[src/rtl/bullet_pkg.sv]
// Shared types and constants for the bullet damage engine: colour codes,
// coordinate widths, FSM state encoding and a saturating 8-bit adder.
package bullet_pkg;

    localparam int POS_W   = 16;
    localparam int COORD_W = 8;
    localparam int SIZE_W  = 8;
    localparam int COL_W   = 3;

    localparam logic [COL_W-1:0] COL_WHITE  = 3'd0;
    localparam logic [COL_W-1:0] COL_BLUE   = 3'd1;
    localparam logic [COL_W-1:0] COL_ORANGE = 3'd2;
    localparam logic [COL_W-1:0] COL_GREEN  = 3'd3;

    typedef enum logic [1:0] {
        ST_IDLE  = 2'd0,
        ST_SCAN  = 2'd1,
        ST_APPLY = 2'd2
    } state_t;

    function automatic logic [7:0] sat_add8(input logic [7:0] a, input logic [7:0] b);
        logic [8:0] sum;
        sum = {1'b0, a} + {1'b0, b};
        return sum[8] ? 8'hFF : sum[7:0];
    endfunction

endpackage

[src/rtl/aabb_overlap.sv]
// Combinational axis-aligned square overlap test; edges that merely touch
// do not count as a hit.
module aabb_overlap
    import bullet_pkg::*;
(
    input  logic [COORD_W-1:0] i_ax,
    input  logic [COORD_W-1:0] i_ay,
    input  logic [SIZE_W-1:0]  i_asize,
    input  logic [COORD_W-1:0] i_bx,
    input  logic [COORD_W-1:0] i_by,
    input  logic [SIZE_W-1:0]  i_bsize,
    output logic               o_hit
);

    // One extra bit so far edges near 255 do not wrap.
    logic [COORD_W:0] w_ax_end, w_ay_end, w_bx_end, w_by_end;

    assign w_ax_end = {1'b0, i_ax} + {1'b0, i_asize};
    assign w_ay_end = {1'b0, i_ay} + {1'b0, i_asize};
    assign w_bx_end = {1'b0, i_bx} + {1'b0, i_bsize};
    assign w_by_end = {1'b0, i_by} + {1'b0, i_bsize};

    assign o_hit = ({1'b0, i_ax} < w_bx_end) && ({1'b0, i_bx} < w_ax_end) &&
                   ({1'b0, i_ay} < w_by_end) && ({1'b0, i_by} < w_ay_end);

endmodule

[src/rtl/bullet_damage_engine.sv]
// Scans N bullet channels one per cycle, accumulates damage/heal and applies
// the net result to player HP. Optional hit statistics under DAMAGE_STATS_EN.
module bullet_damage_engine
    import bullet_pkg::*;
#(
    parameter int N_BULLET      = 4,
    parameter int DAMAGE        = 5,
    parameter int HEAL          = 3,
    parameter int MAX_HP        = 20,
    parameter int INVULN_CYCLES = 8
) (
    input  logic                      clk,
    input  logic                      rst_n,
    input  logic                      start,
    input  logic                      is_move,
    input  logic                      load_hp,
    input  logic [7:0]                hp_init,
    input  logic [POS_W-1:0]          player_pos,
    input  logic [SIZE_W-1:0]         player_size,
    input  logic [POS_W*N_BULLET-1:0] bullet_pos,
    input  logic [SIZE_W*N_BULLET-1:0] bullet_size,
    input  logic [COL_W*N_BULLET-1:0] bullet_color,
    input  logic [N_BULLET-1:0]       bullet_render,
`ifdef DAMAGE_STATS_EN
    input  logic                      clr_stats,
    output logic [15:0]               hit_count,
`endif
    output logic [7:0]                hp,
    output logic                      is_dead,
    output logic                      busy,
    output logic                      done,
    output logic                      invuln,
    output logic [N_BULLET-1:0]       hit_mask,
    output logic [7:0]                dmg_total,
    output logic [7:0]                heal_total
);

    localparam int IDX_W = 4;
    localparam logic [IDX_W-1:0] LP_LAST_IDX = IDX_W'(N_BULLET - 1);
    localparam logic [7:0]  LP_MAX_HP = 8'(MAX_HP);
    localparam logic [7:0]  LP_DAMAGE = 8'(DAMAGE);
    localparam logic [7:0]  LP_HEAL   = 8'(HEAL);
    localparam logic [15:0] LP_INVULN = 16'(INVULN_CYCLES);

    state_t                r_state, w_state_next;
    logic [IDX_W-1:0]      r_idx;
    logic [7:0]            r_hp, r_dmg_acc, r_heal_acc, r_dmg_total, r_heal_total;
    logic [N_BULLET-1:0]   r_hit_work, r_hit_mask;
    logic                  r_move, r_done;
    logic [15:0]           r_inv_cnt;

    logic [COORD_W-1:0]    w_bx [N_BULLET];
    logic [COORD_W-1:0]    w_by [N_BULLET];
    logic [SIZE_W-1:0]     w_bsize [N_BULLET];
    logic [COL_W-1:0]      w_bcol [N_BULLET];

    logic [COORD_W-1:0]    w_sel_x, w_sel_y;
    logic [SIZE_W-1:0]     w_sel_size;
    logic [COL_W-1:0]      w_sel_col;
    logic                  w_sel_render;
    logic [N_BULLET-1:0]   w_sel_onehot;
    logic                  w_overlap, w_hit, w_dmg_hit, w_heal_hit;
    logic                  w_invuln, w_start_ok, w_load_ok;
    logic [7:0]            w_load_val, w_dmg_apply, w_hp_apply;
    logic signed [9:0]     w_hp_sum;

    for (genvar gi = 0; gi < N_BULLET; gi++) begin : g_unpack
        assign w_bx[gi]    = bullet_pos[POS_W*gi+8 +: 8];
        assign w_by[gi]    = bullet_pos[POS_W*gi +: 8];
        assign w_bsize[gi] = bullet_size[SIZE_W*gi +: SIZE_W];
        assign w_bcol[gi]  = bullet_color[COL_W*gi +: COL_W];
    end

    always_comb begin
        w_sel_x      = '0;
        w_sel_y      = '0;
        w_sel_size   = '0;
        w_sel_col    = '0;
        w_sel_render = 1'b0;
        w_sel_onehot = '0;
        for (int k = 0; k < N_BULLET; k++) begin
            if (r_idx == IDX_W'(k)) begin
                w_sel_x         = w_bx[k];
                w_sel_y         = w_by[k];
                w_sel_size      = w_bsize[k];
                w_sel_col       = w_bcol[k];
                w_sel_render    = bullet_render[k];
                w_sel_onehot[k] = 1'b1;
            end
        end
    end

    aabb_overlap u_aabb (
        .i_ax    (player_pos[15:8]),
        .i_ay    (player_pos[7:0]),
        .i_asize (player_size),
        .i_bx    (w_sel_x),
        .i_by    (w_sel_y),
        .i_bsize (w_sel_size),
        .o_hit   (w_overlap)
    );

    assign w_hit = w_sel_render & w_overlap;

    always_comb begin
        w_dmg_hit  = 1'b0;
        w_heal_hit = 1'b0;
        case (w_sel_col)
            COL_WHITE:  w_dmg_hit  = w_hit;
            COL_BLUE:   w_dmg_hit  = w_hit & r_move;
            COL_ORANGE: w_dmg_hit  = w_hit & ~r_move;
            COL_GREEN:  w_heal_hit = w_hit;
            default:    ;
        endcase
    end

    assign w_invuln   = (r_inv_cnt != 16'd0);
    assign w_load_ok  = (r_state == ST_IDLE) && load_hp;
    assign w_start_ok = (r_state == ST_IDLE) && start && !load_hp && (r_hp != 8'd0);
    assign w_load_val = (hp_init > LP_MAX_HP) ? LP_MAX_HP : hp_init;
    assign w_dmg_apply = w_invuln ? 8'd0 : r_dmg_acc;

    assign w_hp_sum = $signed({2'b00, r_hp}) - $signed({2'b00, w_dmg_apply})
                    + $signed({2'b00, r_heal_acc});

    always_comb begin
        if (w_hp_sum < 10'sd0)
            w_hp_apply = 8'd0;
        else if (w_hp_sum > $signed({2'b00, LP_MAX_HP}))
            w_hp_apply = LP_MAX_HP;
        else
            w_hp_apply = w_hp_sum[7:0];
    end

    always_ff @(posedge clk or negedge rst_n) begin
        if (!rst_n)
            r_state <= ST_IDLE;
        else
            r_state <= w_state_next;
    end

    always_comb begin
        w_state_next = r_state;
        case (r_state)
            ST_IDLE:  if (w_start_ok) w_state_next = ST_SCAN;
            ST_SCAN:  if (r_idx == LP_LAST_IDX) w_state_next = ST_APPLY;
            ST_APPLY: w_state_next = ST_IDLE;
            default:  w_state_next = ST_IDLE;
        endcase
    end

    always_ff @(posedge clk or negedge rst_n) begin
        if (!rst_n) begin
            r_idx        <= '0;
            r_hp         <= LP_MAX_HP;
            r_dmg_acc    <= '0;
            r_heal_acc   <= '0;
            r_dmg_total  <= '0;
            r_heal_total <= '0;
            r_hit_work   <= '0;
            r_hit_mask   <= '0;
            r_move       <= 1'b0;
            r_done       <= 1'b0;
            r_inv_cnt    <= '0;
        end else begin
            r_done <= 1'b0;
            if (w_invuln)
                r_inv_cnt <= r_inv_cnt - 16'd1;
            case (r_state)
                ST_IDLE: begin
                    if (w_load_ok) begin
                        r_hp <= w_load_val;
                    end else if (w_start_ok) begin
                        r_idx      <= '0;
                        r_dmg_acc  <= '0;
                        r_heal_acc <= '0;
                        r_hit_work <= '0;
                        r_move     <= is_move;
                    end
                end
                ST_SCAN: begin
                    if (w_dmg_hit)
                        r_dmg_acc <= sat_add8(r_dmg_acc, LP_DAMAGE);
                    if (w_heal_hit)
                        r_heal_acc <= sat_add8(r_heal_acc, LP_HEAL);
                    if (w_hit)
                        r_hit_work <= r_hit_work | w_sel_onehot;
                    r_idx <= r_idx + IDX_W'(1);
                end
                ST_APPLY: begin
                    r_hp         <= w_hp_apply;
                    r_hit_mask   <= r_hit_work;
                    r_dmg_total  <= w_dmg_apply;
                    r_heal_total <= r_heal_acc;
                    r_done       <= 1'b1;
                    // Fresh damage restarts the window, overriding the decrement.
                    if (w_dmg_apply != 8'd0 && INVULN_CYCLES > 0)
                        r_inv_cnt <= LP_INVULN;
                end
                default: ;
            endcase
        end
    end

`ifdef DAMAGE_STATS_EN
    logic [4:0]  r_dmg_hits;
    logic [15:0] r_hit_count;
    logic [16:0] w_count_sum;

    assign w_count_sum = {1'b0, r_hit_count} + 17'(r_dmg_hits);

    always_ff @(posedge clk or negedge rst_n) begin
        if (!rst_n) begin
            r_dmg_hits  <= '0;
            r_hit_count <= '0;
        end else begin
            if (w_start_ok)
                r_dmg_hits <= '0;
            else if (r_state == ST_SCAN && w_dmg_hit)
                r_dmg_hits <= r_dmg_hits + 5'd1;
            if (clr_stats)
                r_hit_count <= '0;
            else if (r_state == ST_APPLY && !w_invuln)
                r_hit_count <= w_count_sum[16] ? 16'hFFFF : w_count_sum[15:0];
        end
    end

    assign hit_count = r_hit_count;
`endif

    assign hp         = r_hp;
    assign is_dead    = (r_hp == 8'd0);
    assign busy       = (r_state != ST_IDLE);
    assign done       = r_done;
    assign invuln     = w_invuln;
    assign hit_mask   = r_hit_mask;
    assign dmg_total  = r_dmg_total;
    assign heal_total = r_heal_total;

endmodule

[config.mk]
export PLATFORM = sky130hd
export DESIGN_NAME = bullet_damage_engine
export DESIGN_NICKNAME = d
export VERILOG_FILES = /design/src/rtl/bullet_pkg.sv /design/src/rtl/aabb_overlap.sv /design/src/rtl/bullet_damage_engine.sv
export SDC_FILE = /design/constraint.sdc
export NUM_CORES = 1
export LEC_CHECK = 0
export CAP_MARGIN = 20
export CORE_MARGIN = 2
export CORE_UTILIZATION = 45
export DETAILED_ROUTE_END_ITERATION = 10
export PLACE_DENSITY = 0.73
export SLEW_MARGIN = 10
export SYNTH_ARGS = -nofsm -noshare
export SYNTH_HDL_FRONTEND = slang
export SYNTH_HIERARCHICAL = 1
export SYNTH_SLANG_ARGS = --single-unit
[constraint.sdc]
create_clock -name clk -period 12.2 [get_ports clk]
set_input_delay 2.44 -clock clk [delete_from_list [all_inputs] [get_ports clk]]
set_output_delay 2.44 -clock clk [all_outputs]
set_load 0.05 [all_outputs]
==> run summary, run 1 <==
- finished, final reports clean — outcome
- 1207 — Layout Nets
- 6.95 ns — shortest period the worst path allows
- 0 — number of flops mapped to enable cells by yosys
- 15800 um2 — Die Area
- 152 uV — Worst VDD drop
- 20700 um — WL final
- 0.270 — sequential cell area fraction in the yosys report
- 20 — number of cells on the critical path
- 44 — num rows
- 14500 um2 — Placeable Area
- no — RSZ-0062 raised after global routing
- 6616 — Via Count
- clkdlybuf4s50_1 — cell with the largest stage delay on the worst path
- 126 um — height of the die
- clkdlybuf4s50_1 -> a221o_1 -> o21ai_0 -> o21ai_0 -> ha_1 -> fa_1 -> a211o_1 -> a21o_1 -> a21oi_1 -> xor2_1 -> ha_1 -> o2111ai_1 -> a21oi_1 -> a2111oi_0 -> o22ai_1 -> nor3_1 -> and4_1 -> a41oi_2 -> a211oi_1 -> a21o_1 — ordered cell list for the critical path
- 798 — number of cells produced by synthesis
- 4.94 ns — Post-Place Worst Slack
- dfrtp_1 — Top FF cell, synth
- clkdlybuf4s50_1, nand2_1, o21ai_0 — top library cells by usage in the layout, fill and taps aside
- 144 MHz — Achievable Freq
- 0.34 ns — clk_lat worst skew
- 34.5% — signed area change from the synthesized netlist to the final layout
- 16 — largest fanout of any net on the critical path
- 74 — Distinct cells, synth
- 0 — number of antenna repair diodes
- register to register — worst min-delay path category
- 0 ns — accumulated negative setup slack
- 72 — #FFs+latches synth
- clkdlybuf4s50_1 — most frequent standard cell in the layout excluding fill and tap cells
- 5.72 — vias per cell
- 33400 um — global-route wire length before repair
- 180 — count of input and output buffers
- 0.459 — starting utilization of the core area
- 0 — cells resized by post-CTS repair
- 0 — max-slew violation count
- 73 — maximum number of pins on one net before global-route repair
- 1299 — number of filler instances in the final layout
- 0.570 — final period utilization
- 0 — number of endpoints failing setup at the final stage
- 0.06 ns — clock transition at the registers of the reported paths
- 6680 um2 — Cell Area, Synth
- register — CP Capture Type
- 1037 — post-synth net total
- 0 — Residual DRC
- 6369 — via count of the first global-routing pass
- 0 — number of violations of the max-capacitance limit
- compound AO/OA/AOI/OAI gates — CP top delay family
- 0.906 ns — worst slew pin tran
- 6 — total number of yosys warnings
- 3 — number of levels the H-tree was split into
- 0.00459 ns — final clock skew
- 0.396 — Slew headroom
- 0.0473 — fraction of layout cells with a size suffix above 1
- 1 — hold path cells
- 0 — buffers inserted by post-CTS timing repair
- 0.934 — placer congestion estimate
- 0.260 — GR Util All Layers
- 1 — buffering stage count on the worst path with inverters included
- 126 um — die boundary width
- 16200 um — placed wire-length estimate
- 1.00 — async set-or-reset flop fraction in the synthesized netlist
- input port to register — Setup CP Type
- 259 nW/um2 — areal power density over the cells
- 72 — clock sink count
- 0.00394 uW — Leakage Power
- clkbuf_16 — root buf cell
- 0 — total congestion overflow
- 371 — DR iter-0 viols
- 6 — Pre-antenna DRT Iters
- 5.25 ns — worst-case setup margin in the final layout
- 12.48 ns — Data required, critical path
- 0 — antenna violations before repair
- 7.23 ns — worst path arrival time
- 0.45 ns — maximum cell stage delay along the critical path
- 23 — FF-to-FF path depth
- 2 — buffer levels on the longest clock path
- 2320 uW — power consumption
- 8.37 um2 — post-synthesis area per instance
- 0.472 ns — Hold Worst Slack
- 9 — clock buffers created by TritonCTS
- 0 — Antenna Nets Post-Route
- 0 — hold_buf cts
- 17.9 um — mean routed wirelength per cell
- yes — CTS tree
- 0 — hold violation total from the final report
- input port — element type at the critical path start
- 181 — # IOs
==> metal layers <==
| layer | wire length [um] | vias up | global-route usage |
|---|---|---|---|
| li1 | - | 3273 | - |
| met1 | 9790 | 3103 | 0.367 |
| met2 | 9360 | 213 | 0.419 |
| met3 | 1230 | 27 | 0.0459 |
| met4 | 329 | 0 | 0.0588 |
| met5 | 0 | - | 0 |
==> registers in the layout, summed over array words and instances (netlist names) <==
| name | count |
|---|---|
| r_inv_cnt | 16 |
| dmg_total | 8 |
| heal_total | 8 |
| hp | 8 |
| r_dmg_acc | 8 |
| r_heal_acc | 8 |
| hit_mask | 4 |
| r_hit_work | 4 |
| r_idx | 4 |
| r_state | 2 |
| done | 1 |
| r_move | 1 |
==> report_power, final <==
group          internal [uW]  total (uW)  leakage [uW]  switching, uW
Combinational            697        1640       0.00283            940
Sequential               317         398      0.000942           81.2
Clock                    186         290      0.000163            105
==> cell usage after synthesis, drive strengths merged, types with 13 or more instances <==
cell,n,area (um2)
a21oi,48,240
nor2b,13,81.3
nor2,47,176
nor3,15,75.1
dfrtp,70,1750
inv,36,135
a221o,24,240
a21o,13,98.9
clkbuf,23,86.3
xor2,30,263
nand2b,18,113
nand2,110,415
o21ai,92,468
ha,84,1050
nand3,14,75.1
==> cell families after synthesis <==
family / synth area share
AO/OA/AOI/OAI: 0.260
XOR/XNOR: 0.0551
adder cells (fa/ha/maj): 0.175
buffers and inverters: 0.0371
flip-flops: 0.270
multiplexers: 0.00656
AND/OR/NAND/NOR: 0.195
==> final timing paths <==
check	startpoint	end	slack, ns
max in group asynchronous	rst_n	r_hit_work[0]	9.38
min reg2reg	r_inv_cnt[10]	r_inv_cnt[10]	0.47
max reg2reg	r_idx[1]	r_heal_acc[7]	6.21
min in group asynchronous	rst_n	r_inv_cnt[4]	2.22
max	bullet_pos[16]	r_heal_acc[0]	5.25
min	r_inv_cnt[10]	r_inv_cnt[10]	0.47
==> metrics by stage <==
step	cell area (um2)	utilization	instances
finish	8980	0.618	1157
global route	8980	0.618	1157
CTS	8980	0.618	1157
detailed placement	8650	0.595	1141
global placement	8650	0.595	1141
floorplan	6680	-	798
==> layout make-up <==
class                           count  area, um2  share of cell area
Sequential cell                    72       1800               0.201
Timing Repair Buffer              186       1840               0.205
Clock inverter                      6       91.3              0.0102
Multi-Input combinational cell    662       4630               0.516
Inverter                           37        139              0.0155
Clock buffer                       10        239              0.0266
Tap cell                          184        230              0.0256
Note: power is estimated with default switching activity, not from simulation.
==> inputs of run 2 (changes only) <==
- clock period: 12.2 -> 7.1 ns (I/O delays scaled with it)
==> run summary, run 2 (synthesized netlist as in run 1, its figures left out) <==
- 0.617 — Final Core Density, -0.00121
- 14500 um2 — Placeable Area, unchanged
- 1260 um — routed wire length on met3, +2.4%
- r_idx[1] — launch point of the worst reg-to-reg path
- 1159 — non-filler cells in the finished layout, +0.17%
- 0 — total congestion overflow, unchanged
- yes — CTS tree
- finished, final reports clean — outcome
- 17.8 um — mean routed wirelength per cell, -0.41%
- 73 — maximum number of pins on one net before global-route repair, unchanged
- 164 MHz — Achievable Freq
- 0 — max-slew violation count, unchanged
- 0.33 ns — clk_lat worst skew, about the same
- 0.06 ns — clock transition at the registers of the reported paths, about the same
- and2_1 — cell with the largest stage delay on the worst path
- 0 — number of endpoints failing setup at the final stage, unchanged
- 0 — Antenna Nets Post-Route, unchanged
- 0.906 ns — worst slew pin tran, -0.000381 ns
- 1208 — Layout Nets, +0.083%
- 20700 um — WL final, -0.24%
- 34.2% — signed area change from the synthesized netlist to the final layout
- 21 — FF-to-FF path depth, -8.7%
- register to register — worst min-delay path category
- inv_1 -> ha_1 -> and2_1 -> a221o_1 -> o21ai_0 -> o21ai_0 -> ha_1 -> a21oi_1 -> nor2b_1 -> o31a_1 -> nor2_1 -> xor2_1 -> ha_1 -> a21o_2 -> a2111oi_0 -> o22ai_1 -> nor3_1 -> and4_1 -> a41oi_2 -> a211oi_1 -> a21o_1 — ordered cell list for the critical path
- 443 nW/um2 — areal power density over the cells, +71%
- 272 uV — Worst VDD drop, +79%
- 9720 um — routed metal-1 wire length, -0.70%
- r_heal_acc[0] — Critical Path Sink
- clkdlybuf4s50_1 — most frequent standard cell in the layout excluding fill and tap cells
- 0 — hold violation total from the final report, unchanged
- 6.11 ns — shortest period the worst path allows
- 6534 — via count of the first global-routing pass, +2.6%
- 9 — clock buffers created by TritonCTS, unchanged
- 0.73 ns — maximum cell stage delay along the critical path, +0.28 ns
- 0.860 — final period utilization
- 6624 — Via Count, +0.12%
- 0.99 ns — worst setup slack for register-to-register paths, -5.22 ns
- 438 — DR iter-0 viols, +18%
- 0.00964 ns — final clock skew, +0.00505 ns
- 1142 — placed cells, +0.088%
- 0.396 — Slew headroom, about the same
- 0 — number of violations of the max-capacitance limit, unchanged
- 126 um — die boundary width, unchanged
- 126 um — height of the die, unchanged
- clkdlybuf4s50_1, nand2_1, o21ai_0 — top library cells by usage in the layout, fill and taps aside
- clkbuf_16 — root buf cell
- 2 — buffer levels on the longest clock path, unchanged
- 0 — cells resized by post-CTS repair, unchanged
- r_idx[1] — origin of the worst setup path
- 0.474 ns — Hold Worst Slack, +0.00151 ns
- 16 — flip-flop count of the largest register after layout, unchanged
- 0.944 — placer congestion estimate, +1.1%
- met4 — highest routing layer actually used
- 180 — count of input and output buffers, unchanged
- 5 — Pre-antenna DRT Iters, -1
- 0.00392 uW — Leakage Power, -0.28%
- r_inv_cnt — register with the highest flop count
- 1 — antenna violations before repair, +1
- 9310 um — Met2 Wirelength, -0.45%
- 21 — largest fanout of any net on the critical path, +5
- 6.37 ns — worst path arrival time, -0.86 ns
- register — CP Capture Type
- ha_1 — CP dominant cell by count
- 0 ns — accumulated negative setup slack, unchanged
- 34100 um — global-route wire length before repair, +1.9%
- r_heal_acc[0] — reg-to-reg endpoint
- 16500 um — placed wire-length estimate, +1.4%
- 0.459 — starting utilization of the core area, unchanged
- register — element type at the critical path start
- 181 — # IOs, unchanged
- register to register — Setup CP Type
- 7.37 ns — Data required, critical path, -5.11 ns
- 0.263 — GR Util All Layers, +0.00334
- 0 — hold_buf cts, unchanged
- 72 — clock sink count, unchanged
- 0.0483 — fraction of layout cells with a size suffix above 1, +0.000978
- 44 — num rows, unchanged
- 5.72 — vias per cell, about the same
- 15800 um2 — Die Area, unchanged
- no — RSZ-0062 raised after global routing
- 0 — Residual DRC, unchanged
- 3 — number of levels the H-tree was split into, unchanged
- 0 — buffers inserted by post-CTS timing repair, unchanged
run 2: worst min-delay path by stage:
| stage | startpoint | to | slack [ns] | depth (start not counted) |
|---|---|---|---|---|
| 2_1_floorplan | r_inv_cnt[10] | r_inv_cnt[10] | 0.44 | 1 |
| 3_3_place_gp | r_inv_cnt[10] | r_inv_cnt[10] | 0.46 | 1 |
| 3_5_place_dp | heal_total[3] | heal_total[3] | 0.47 | 2 |
| 4_1_cts | r_inv_cnt[10] | r_inv_cnt[10] | 0.48 | 1 |
| 5_1_grt | r_inv_cnt[10] | r_inv_cnt[10] | 0.49 | 1 |
| 6_report | r_inv_cnt[10] | r_inv_cnt[10] | 0.47 | 1 |
run 2: critical path, delay by kind of cell (launching register included):
kind | cells | cell delay (ns)
buf+inv | 1 | 0.12
compound gates | 11 | 2.93
flops | 1 | 0.42
fa+ha+maj | 3 | 0.96
simple gates | 5 | 1.43
xor+xnor | 1 | 0.16
run 2: power by group:
group | switching [uW] | internal (uW) | total, uW
Clock | 185 | 276 | 460
Combinational | 1620 | 1210 | 2830
Sequential | 138 | 544 | 682
Total | 1940 | 2030 | 3970
run 2: metal layers:
layer,global-route usage,up-vias
met5,0,-
met4,0.0633,0
met3,0.0433,28
met2,0.422,201
met1,0.374,3103
li1,-,3292
run 2: area by class of cell:
type                    count  area [um2]
diodes                      1        2.50
repair buffers            187        1850
flip-flops and latches     72        1800
fillers                  1310        5570
clock buffers               9         225
well taps                 184         230
clock inverters             7        77.6
multi-input cells         662        4630
inverters                  37         139
run 2: per-stage QoR:
step / worst slack, ns / total power, uW / area, um2
2_1_floorplan: 1.82 / 2720 / 6680
3_3_place_gp: 0.925 / 3450 / 8660
3_5_place_dp: 0.798 / 3480 / 8660
4_1_cts: 0.999 / 3960 / 8960
5_1_grt: 0.424 / 4370 / 8960
6_report: 0.993 / 3970 / 8960
